**src/rtl/uart_tx_fifo_drain.sv**
```systemverilog
// uart_tx_fifo_drain
// Drains a FIFO one DATA_BITS-wide word at a time. Each word is sent as an
// asynchronous UART frame on tx_o: a start bit, the data bits LSB first,
// then STOP_BITS stop bits. The block pops the FIFO only while idle, so
// frames go out back-to-back with exactly one idle cycle between them.
// All outputs are registered, and each output reflects the previous cycle's
// FSM state.
//
// Optional feature: define UART_TX_PARITY_EN to insert an even-parity bit
// between the data bits and the stop bits.
module uart_tx_fifo_drain #(
   parameter int unsigned DATA_BITS    = 8,
   parameter int unsigned CLKS_PER_BIT = 868,
   parameter int unsigned STOP_BITS    = 1
) (
   input  logic                 clk_i,
   input  logic                 reset_i,
   input  logic                 empty_i,
   input  logic [DATA_BITS-1:0] data_i,
   output logic                 read_o,
   output logic                 tx_o,
   output logic                 busy_o
);

   localparam int unsigned TW = $clog2(CLKS_PER_BIT);
   localparam int unsigned BW = $clog2(DATA_BITS + 1);

   localparam logic [TW-1:0] TICK_LAST = TW'(CLKS_PER_BIT - 1);
   localparam logic [BW-1:0] DATA_LAST = BW'(DATA_BITS - 1);
   localparam logic [BW-1:0] STOP_LAST = BW'(STOP_BITS - 1);

   typedef enum logic [2:0] {
      S_IDLE,
      S_START,
      S_DATA,
`ifdef UART_TX_PARITY_EN
      S_PARITY,
`endif
      S_STOP
   } state_t;

   state_t                state_q;
   state_t                state_d;
   logic [TW-1:0]         tick_q;
   logic [TW-1:0]         tick_d;
   logic [BW-1:0]         bit_q;
   logic [BW-1:0]         bit_d;
   logic [DATA_BITS-1:0]  shift_q;
   logic [DATA_BITS-1:0]  shift_d;
   logic                  read_d;
   logic                  tx_d;
   logic                  busy_d;
   logic                  tick_last;
`ifdef UART_TX_PARITY_EN
   logic                  parity_q;
   logic                  parity_d;
`endif

   assign tick_last = (tick_q == TICK_LAST);

   // Next-state logic: the FIFO is sampled in IDLE only, and each serial
   // state holds for whole bit periods. The bit counter also counts stop bits.
   always_comb begin
      state_d  = state_q;
      tick_d   = tick_q;
      bit_d    = bit_q;
      shift_d  = shift_q;
      read_d   = 1'b0;
      tx_d     = 1'b1;
      busy_d   = (state_q != S_IDLE);
`ifdef UART_TX_PARITY_EN
      parity_d = parity_q;
`endif

      case (state_q)
         S_IDLE: begin
            tx_d = 1'b1;
            if (!empty_i) begin
               shift_d  = data_i;
               read_d   = 1'b1;
               tick_d   = '0;
               bit_d    = '0;
               state_d  = S_START;
`ifdef UART_TX_PARITY_EN
               parity_d = ^data_i;
`endif
            end
         end

         S_START: begin
            tx_d = 1'b0;
            if (tick_last) begin
               tick_d  = '0;
               bit_d   = '0;
               state_d = S_DATA;
            end else begin
               tick_d = tick_q + TW'(1);
            end
         end

         S_DATA: begin
            tx_d = shift_q[0];
            if (tick_last) begin
               shift_d = shift_q >> 1;
               tick_d  = '0;
               if (bit_q == DATA_LAST) begin
                  bit_d   = '0;
`ifdef UART_TX_PARITY_EN
                  state_d = S_PARITY;
`else
                  state_d = S_STOP;
`endif
               end else begin
                  bit_d = bit_q + BW'(1);
               end
            end else begin
               tick_d = tick_q + TW'(1);
            end
         end

`ifdef UART_TX_PARITY_EN
         S_PARITY: begin
            tx_d = parity_q;
            if (tick_last) begin
               tick_d  = '0;
               bit_d   = '0;
               state_d = S_STOP;
            end else begin
               tick_d = tick_q + TW'(1);
            end
         end
`endif

         S_STOP: begin
            tx_d = 1'b1;
            if (tick_last) begin
               tick_d = '0;
               if (bit_q == STOP_LAST) begin
                  bit_d   = '0;
                  state_d = S_IDLE;
               end else begin
                  bit_d = bit_q + BW'(1);
               end
            end else begin
               tick_d = tick_q + TW'(1);
            end
         end

         default: begin
            tick_d  = '0;
            bit_d   = '0;
            state_d = S_IDLE;
         end
      endcase
   end

   // State, counters, shift register and registered outputs; reset forces the line idle at once
   always_ff @(posedge clk_i or posedge reset_i) begin
      if (reset_i) begin
         state_q  <= S_IDLE;
         tick_q   <= '0;
         bit_q    <= '0;
         shift_q  <= '0;
         read_o   <= 1'b0;
         tx_o     <= 1'b1;
         busy_o   <= 1'b0;
`ifdef UART_TX_PARITY_EN
         parity_q <= 1'b0;
`endif
      end else begin
         state_q  <= state_d;
         tick_q   <= tick_d;
         bit_q    <= bit_d;
         shift_q  <= shift_d;
         read_o   <= read_d;
         tx_o     <= tx_d;
         busy_o   <= busy_d;
`ifdef UART_TX_PARITY_EN
         parity_q <= parity_d;
`endif
      end
   end

endmodule

```
**config.mk**
```make
export PLATFORM = sky130hd
export DESIGN_NAME = uart_tx_fifo_drain
export DESIGN_NICKNAME = d
export VERILOG_FILES = /design/src/rtl/uart_tx_fifo_drain.sv
export SDC_FILE = /design/constraint.sdc
export NUM_CORES = 1
export LEC_CHECK = 0
export ABC_AREA = 1
export CAP_MARGIN = 20
export CORE_AREA = 2 2 56 58
export CTS_CLUSTER_SIZE = 20
export DETAILED_ROUTE_END_ITERATION = 10
export DIE_AREA = 0 0 58 60
export PLACE_DENSITY_LB_ADDON = 0.1
export SYNTH_ARGS = -nofsm -noshare
export SYNTH_HDL_FRONTEND = slang
export SYNTH_SLANG_ARGS = --single-unit
```
**constraint.sdc**
```tcl
create_clock -name clk_i -period 4.2 [get_ports clk_i]
set_input_delay 0.42 -clock clk_i [delete_from_list [all_inputs] [get_ports clk_i]]
set_output_delay 0.42 -clock clk_i [all_outputs]
set_load 0.005 [all_outputs]
```
* Word-level counts from Yosys, hierarchy flattened
Cells that the tools add are included.
** Word-level totals
- Register bits after elaboration :: 28
- Bits in latches :: 0
- Bits in writable memories :: 0
- Bits in read-only memories :: 0
- Bits of input ports :: 11
- Output and inout bits :: 3
- Word-level logic and storage cells :: 51
- Memories kept :: 0
** Operators by class
- $add $sub $neg :: 2
- Multipliers :: 0
- Div/mod/pow operators :: 0
- Order comparisons :: 0
- Equality and inequality tests :: 11
- Shift-type cells :: 0
- Mux-type cells :: 23
- Bitwise logic cells :: 0
- Reductions and logical operators :: 8
** Operator list (count)
- $mux 4 :: 6
- $mux 10 :: 2
- $pmux 10 s2 :: 1
- $mux 3 :: 6
- $mux 8 :: 2
- $pmux 4 s4 :: 1
- $pmux 8 s2 :: 1
- $ne 2x2->1 const B :: 6
- $pmux 3 s4 :: 1
- $add 10x1->10 const B :: 1
- $eq 10x10->1 const B :: 1
- $eq 3x2->1 const B :: 2
- $reduce_and 6->1 :: 1
- $add 4x1->4 const B :: 1
- $eq 4x3->1 const B :: 1
- $logic_not 4->1 :: 1
- $reduce_and 4->1 :: 1
- $eq 3x1->1 const B :: 1
- $logic_not 3->1 :: 1
- $reduce_and 3->1 :: 1
- $reduce_bool 3->1 :: 1
- $reduce_or 3->1 :: 1
- $mux 1 :: 2
- $pmux 1 s2 :: 1
- $reduce_bool 2->1 :: 1

* Logic depth before layout (Yosys ltp)
Gate-level depths: netlist of the first run.
- Depth after elaboration :: 4
- Gate-level depth with buffers :: 11
- Mapped depth without buffers :: 10

* Worst setup path before layout of the first run
OpenSTA, ideal clock, no wires.
- Kind :: register to register
- Start :: register state_q[0]
- End :: register bit_q[0]
- Arrival :: 1.398 ns
- Required time :: 4.082 ns
- Path slack :: 2.685 ns
- Stages on the path, launching flop included :: 11
- Period minus slack after synthesis :: 1.515 ns
- Cell sequence :: dfrtp_1 -> inv_1 -> ha_1 -> buf_6 -> nor2_4 -> inv_2 -> or2_1 -> nand2_2 -> nand2_4 -> nand2_1 -> o21ai_2
** Between the ends
- Cells in the longest elaborated chain, start to end :: 3
** Ends and longest elaborated chain
- start: declaration :: RTL line 42 : state_t state_q;
- start signal: assignment :: RTL line 171 : state_q <= state_d;
- $eq 3x1->1, or another cell as far along :: RTL line 75 : case (state_q)
- $ne 2x2->1 (no line)
- $reduce_and 4->1 (no line)
- end signal: assignment :: RTL line 173 : bit_q <= bit_d;
- end: declaration :: RTL line 46 : logic [BW-1:0] bit_q;
Parallel ways exist; a longest one is shown, timed or not.
A chain may end at the register's enable or synchronous reset.

* Final worst setup path of the first run
- Start :: register state_q[0]
- End :: register shift_q[2]
** Between the ends
- Cells in the longest elaborated chain, start to end :: 3
** Ends and longest elaborated chain
- $eq 3x2->1 / $logic_not 3->1 (equally long branches) :: RTL line 75
- $ne 2x2->1 (no line) / $reduce_bool 2->1 (equally long branches)
- $reduce_and 3->1 (no line)
- end signal: assignment :: RTL line 174 : shift_q <= shift_d;
- end: declaration :: RTL line 48 : logic [DATA_BITS-1:0] shift_q;
Parallel ways exist; a longest one is shown, timed or not.

==> impl_metrics.env, run 1 <==
export IMPL_status="complete, no violations"
export IMPL_crit_required_ns=4.42
export IMPL_postSynthCellCount=186
export IMPL_ff2ff_path_depth=7
export IMPL_critical_path_class="register to register"
export IMPL_hold_viol=0
export IMPL_place_area_sq_mm=0.001712
export IMPL_setup_tns_ns=0
export IMPL_viasPerCell=5.338
export IMPL_antenna_left=0
export IMPL_port_buffers=13
export IMPL_layout_drive_gt1_share_pct=15.92
export IMPL_drt_iter0_markers=49
export IMPL_first_pass_iters=4
export IMPL_die_y_um=60
export IMPL_yosysMostFrequentCell="nand2_1"
export IMPL_htree_levels=1
export IMPL_cts_made_buffers=3
export IMPL_clock_latency_ns=0.32
export IMPL_synth_seq_cells=27
export IMPL_drt_wl_total_mm=2.821
export IMPL_row_count=20
export IMPL_worst_pin_slew_ns=0.7246
export IMPL_cts_path_max_buffers=2
export IMPL_pwr_density_cell_mw_per_mm2=599.9
export IMPL_place_ws_ns=2.286
export IMPL_grt_pass1_vias=1216
export IMPL_critPathArrivalTime_ns=2.17
export IMPL_synth_area_top_cells="dfrtp_1, nand2_1, ha_1"
export IMPL_finalSetupViolations=0
export IMPL_syn_avg_cell_area_sq_um=8.429
export IMPL_drc=0
export IMPL_antennaDiodeCount=0
export IMPL_post_cts_buffers=0
export IMPL_cp_max_fo=16
export IMPL_yosysUniqueCellTypes=26
export IMPL_design_portCount=14
export IMPL_syn_nets=204
export IMPL_ys_flop_type="dfrtp_1"
export IMPL_core_area_sq_mm=0.002903
export IMPL_whs_ns=0.3676
export IMPL_maxSlewHeadroom_pct=51.69
export IMPL_postLayoutCoreUtil_pct=60.82
export IMPL_slew_viol_final=0
export IMPL_start_kind="register"
export IMPL_setup_slack_ns=2.246
export IMPL_post_cts_resized=0
export IMPL_synth_top_area_share_pct=41.50
export IMPL_cap_violations=0
export IMPL_crit_family="adder cells"
export IMPL_worstSetupEndpointType="register"
export IMPL_dp_hpwl_mm=2.116
export IMPL_cp_startpoint="state_q[0]$_DFFE_PP0P_"
export IMPL_dieArea_sq_mm=0.003480
export IMPL_fmax_mhz=511.7
export IMPL_critPathMaxStageDelay_ns=0.63
export IMPL_rr_startpoint="state_q[0]$_DFFE_PP0P_"
export IMPL_grt_antenna_before_repair=0
export IMPL_dp_cells=229
export IMPL_layoutNonFillerInstCount=234
export IMPL_total_power_mw=1.059
export IMPL_synth_area_leader_cell="dfrtp_1"
export IMPL_clk_pin_slew_ns=0.14
export IMPL_grt_ovfl_total=0
export IMPL_slowest_stage="ha_1"
export IMPL_final_area_sq_mm=0.001765
export IMPL_grt_use_total_pct=19.19
export IMPL_gp_congestion=0.8372
export IMPL_postCtsHoldBufs=0
export IMPL_synthTopCellsByCount="nand2_1, dfrtp_1, inv_1"
export IMPL_fp_dieW_um=58
export IMPL_hp_class="input pin to async pin"
export IMPL_netlist_area_sq_mm=0.001568
export IMPL_synth_edf_count=0
export IMPL_wl_per_cell_um=12.06
export IMPL_ys_warn_count=0
export IMPL_r2r_end="shift_q[2]$_DFFE_PP0P_"
export IMPL_rsz0062_at_grt="false"
export IMPL_grt_pass1_wl_mm=5.119
export IMPL_cts_tree="built"
export IMPL_path_cells="inv_1, ha_1, nor2_1, nor2_2, nand2_4, nand2_1, o21ai_2"
export IMPL_yosysSeqAreaShare_pct=43.18
export IMPL_grt_max_degree=28
export IMPL_ir_drop_mv=0.3157
export IMPL_nNetsFinal=220
export IMPL_syn_to_final_growth_pct=12.61
export IMPL_reg2reg_slack_ns=2.25
export IMPL_fin_skew_ns=0.01040
export IMPL_period_needed_ns=1.954
export IMPL_min_period_over_period_pct=46.53
export IMPL_initial_core_util_pct=54.01
export IMPL_clock_sinks=27
export IMPL_cts_root_buf="clkbuf_4"
export IMPL_vias=1249
export IMPL_leakagePower_nw=0.8607
export IMPL_path_buf_inv=1
export IMPL_async_flop_share_pct=100.0
==> area by class of cell <==
type                    count  area (sq um)
fillers                   254          1137
multi-input cells         134         779.5
flip-flops and latches     27         676.9
repair buffers             14         157.7
inverters                  22         83.83
well taps                  33         41.29
clock buffers               4         26.28
==> registers in the layout, summed over array words and instances (netlist names) <==
signal	cells
state_q	2
tx_o	1
read_o	1
busy_o	1
shift_q	8
bit_q	4
tick_q	10
==> placed cells by master, fill, tap and decap left out, drive strengths merged, types with 2 or more instances in the layout <==
| cell type | instances |
|---|---|
| nand2 | 62 |
| dfrtp | 26 |
| inv | 21 |
| nand3 | 15 |
| nor2 | 15 |
| o21ai | 14 |
| clkdlybuf4s50 | 13 |
| mux2i | 7 |
| ha | 7 |
| nand4 | 5 |
| clkbuf | 4 |
| xor2 | 3 |
| o22ai | 2 |
==> cells by family after synthesis <==
| kind of cell | synth area share (%) |
|---|---|
| compound gates | 8.140 |
| xor+xnor | 2.235 |
| fa+ha+maj | 5.586 |
| buf+inv | 7.102 |
| flops | 43.18 |
| mux | 4.469 |
| simple gates | 29.29 |
==> worst max-delay path by stage <==
stage | to | slack [ns] | cells past startpoint
after floorplan | bit_q[0]$_DFFE_PP0P_ | 2.68 | 10
after global placement | shift_q[1]$_DFFE_PP0P_ | 2.33 | 7
after detailed placement | shift_q[2]$_DFFE_PP0P_ | 2.29 | 7
after CTS | shift_q[2]$_DFFE_PP0P_ | 2.25 | 7
after global routing | shift_q[6]$_DFFE_PP0P_ | 2.08 | 7
final | shift_q[2]$_DFFE_PP0P_ | 2.25 | 7
==> metal layers <==
| metal | vias to the layer above | part of all wire, % | GRT usage [%] |
|---|---|---|---|
| li1 | 622 | - | - |
| met1 | 593 | 44 | 22.31 |
| met2 | 27 | 51 | 35.55 |
| met3 | 7 | 2.9 | 2.597 |
| met4 | 0 | 2.1 | 7.641 |
| met5 | - | 0 | 0 |
==> where the power goes <==
group          switching (mW)  internal (mW)  total [mW]
Combinational           0.323          0.210       0.533
Sequential             0.0637          0.351       0.414
Clock                  0.0743         0.0372       0.111
Note: power is estimated with default switching activity, not from simulation.
==> run 2, diff against run 1 <==
Settings changed: CORE_AREA 2 2 56 58 to 2 2 59 61, DIE_AREA 0 0 58 60 to 0 0 61 63.
Clock period 4.2 ns to 1.6 ns, I/O delays scaled along.
==> run 2 against run 1 <==
Global-route usage is 0.90 points lower. Clock power increased to 2.7 times the previous value. Final cell count grew 8.1%. Sequential power increased to 2.6 times the previous value. Highest routed layer unchanged. First-iteration DRC count fell by 35%. Sequential cell count stayed put. Via count down 0.40%. Hold slack worse by 0.32 ns. Total power increased to 2.8 times the previous value. Setup slack worse by 2.2 ns. Routed wire length increased by 2.4%. Register-to-register slack got worse by 2.1 ns. Largest cell class unchanged.
==> impl_metrics.env, run 2 (synthesis gave the netlist of run 1 again) <==
export IMPL_reg2reg_slack_ns=0.11
export IMPL_drt_iter0_markers=32
export IMPL_viasPerCell=4.917
export IMPL_syn_to_final_growth_pct=16.92
export IMPL_grt_max_degree=17
export IMPL_path_buf_inv=1
export IMPL_initial_core_util_pct=48.51
export IMPL_slowest_stage="dfstp_2"
export IMPL_drt_wl_total_mm=2.890
export IMPL_critical_path_class="register to output pin"
export IMPL_regMostFlops="tick_q"
export IMPL_gp_congestion=0.8937
export IMPL_core_area_sq_mm=0.003232
export IMPL_hp_class="input pin to async pin"
export IMPL_path_cells="clkdlybuf4s50_1"
export IMPL_die_y_um=63
export IMPL_worstSetupEndpointType="output pin"
export IMPL_grt_ovfl_total=0
export IMPL_port_buffers=13
export IMPL_period_needed_ns=1.524
export IMPL_critPathArrivalTime_ns=1.36
export IMPL_cts_root_buf="clkbuf_4"
export IMPL_crit_required_ns=1.44
export IMPL_grt_pass1_vias=1191
export IMPL_crit_family="flip-flops"
export IMPL_pwr_density_cell_mw_per_mm2=1614
export IMPL_finalSetupViolations=0
export IMPL_largestRegisters="tick_q x10, shift_q x8, bit_q x4"
export IMPL_clk_pin_slew_ns=0.15
export IMPL_final_area_sq_mm=0.001833
export IMPL_hold_viol=0
export IMPL_maxSlewHeadroom_pct=80.02
export IMPL_cts_path_max_buffers=2
export IMPL_worst_pin_slew_ns=0.2993
export IMPL_fin_skew_ns=0.009379
export IMPL_setup_slack_ns=0.07614
export IMPL_vias=1244
export IMPL_drc=0
export IMPL_start_kind="register"
export IMPL_design_portCount=14
export IMPL_postCtsHoldBufs=0
export IMPL_place_area_sq_mm=0.001773
export IMPL_clock_latency_ns=0.33
export IMPL_nNetsFinal=226
export IMPL_antennaDiodeCount=0
export IMPL_first_pass_iters=4
export IMPL_dp_cells=248
export IMPL_ir_drop_mv=0.7459
export IMPL_critPathMaxStageDelay_ns=0.54
export IMPL_dieArea_sq_mm=0.003843
export IMPL_grt_use_total_pct=18.28
export IMPL_antenna_left=0
export IMPL_wl_per_cell_um=11.42
export IMPL_largest_register_ffs=10
export IMPL_grt_antenna_before_repair=0
export IMPL_final_common_cell="nand2_1"
export IMPL_cts_tree="built"
export IMPL_final_cell_mix="nand2_1, dfrtp_1, inv_1"
export IMPL_row_count=21
export IMPL_cp_max_fo=1
export IMPL_place_ws_ns=-0.02711
export IMPL_cts_made_buffers=3
export IMPL_dp_hpwl_mm=2.291
export IMPL_status="complete, no violations"
export IMPL_postLayoutCoreUtil_pct=56.72
export IMPL_grt_pass1_wl_mm=5.326
export IMPL_clock_sinks=27
export IMPL_fmax_mhz=656.2
export IMPL_total_power_mw=2.959
export IMPL_fp_dieW_um=61
export IMPL_slew_viol_final=0
export IMPL_leakagePower_nw=0.8783
export IMPL_layoutNonFillerInstCount=253
export IMPL_layout_drive_gt1_share_pct=20.29
export IMPL_cap_violations=0
export IMPL_min_period_over_period_pct=95.24
export IMPL_htree_levels=1
## run 2: cell type report
type	count	area, sq um
sequential	27	676.9
multi-input combinational	134	805.8
tap	46	57.56
clock buffer	4	26.28
inverter	22	83.83
fill	308	1399
timing repair buffer	20	182.7
## run 2: per-stage QoR
stage                     hold slack (ns)  setup TNS, ns
after floorplan                    0.2120              0
after global placement             0.4210              0
after detailed placement           0.4389       -0.04267
after CTS                         0.05488              0
after global routing              0.05310     -0.0007117
final                             0.05012              0
## run 2: power breakdown
part | leakage (nW) | switching, mW | internal, mW
combinational | 0.514 | 0.924 | 0.647
clock | 0.0150 | 0.206 | 0.0979
sequential | 0.349 | 0.163 | 0.921
## run 2: path summary, 6_finish.rpt
path                                        startpoint                      to  cells after the start
worst max-delay path                    tx_o$_DFF_PP1_                    tx_o                      1
min in group clk_i                           data_i[7]  shift_q[7]$_DFFE_PP0P_                      3
max in group asynchronous                      reset_i    bit_q[2]$_DFFE_PP0P_                      3
worst min-delay path                           reset_i   tick_q[1]$_DFFE_PP0P_                      2
worst min register to register  shift_q[6]$_DFFE_PP0P_  shift_q[6]$_DFFE_PP0P_                      2
worst max register to register  state_q[0]$_DFFE_PP0P_    bit_q[1]$_DFFE_PP0P_                      9
## run 2: metal layers
metal	share of wire (%)	up-vias	global-route usage, %
met3	2.7	5	3.520
met4	1.5	0	5.978
met2	48	20	28.36
met5	0	-	0
met1	48	582	25.33
li1	-	637	-
## run 2: repair_timing
item / CTS / global route
resized for setup: 1 / 5
setup buffers: 1 / 0
gates cloned: 0 / 0
pin swaps: 0 / 2
endpoints found under the setup margin: 12 / 14
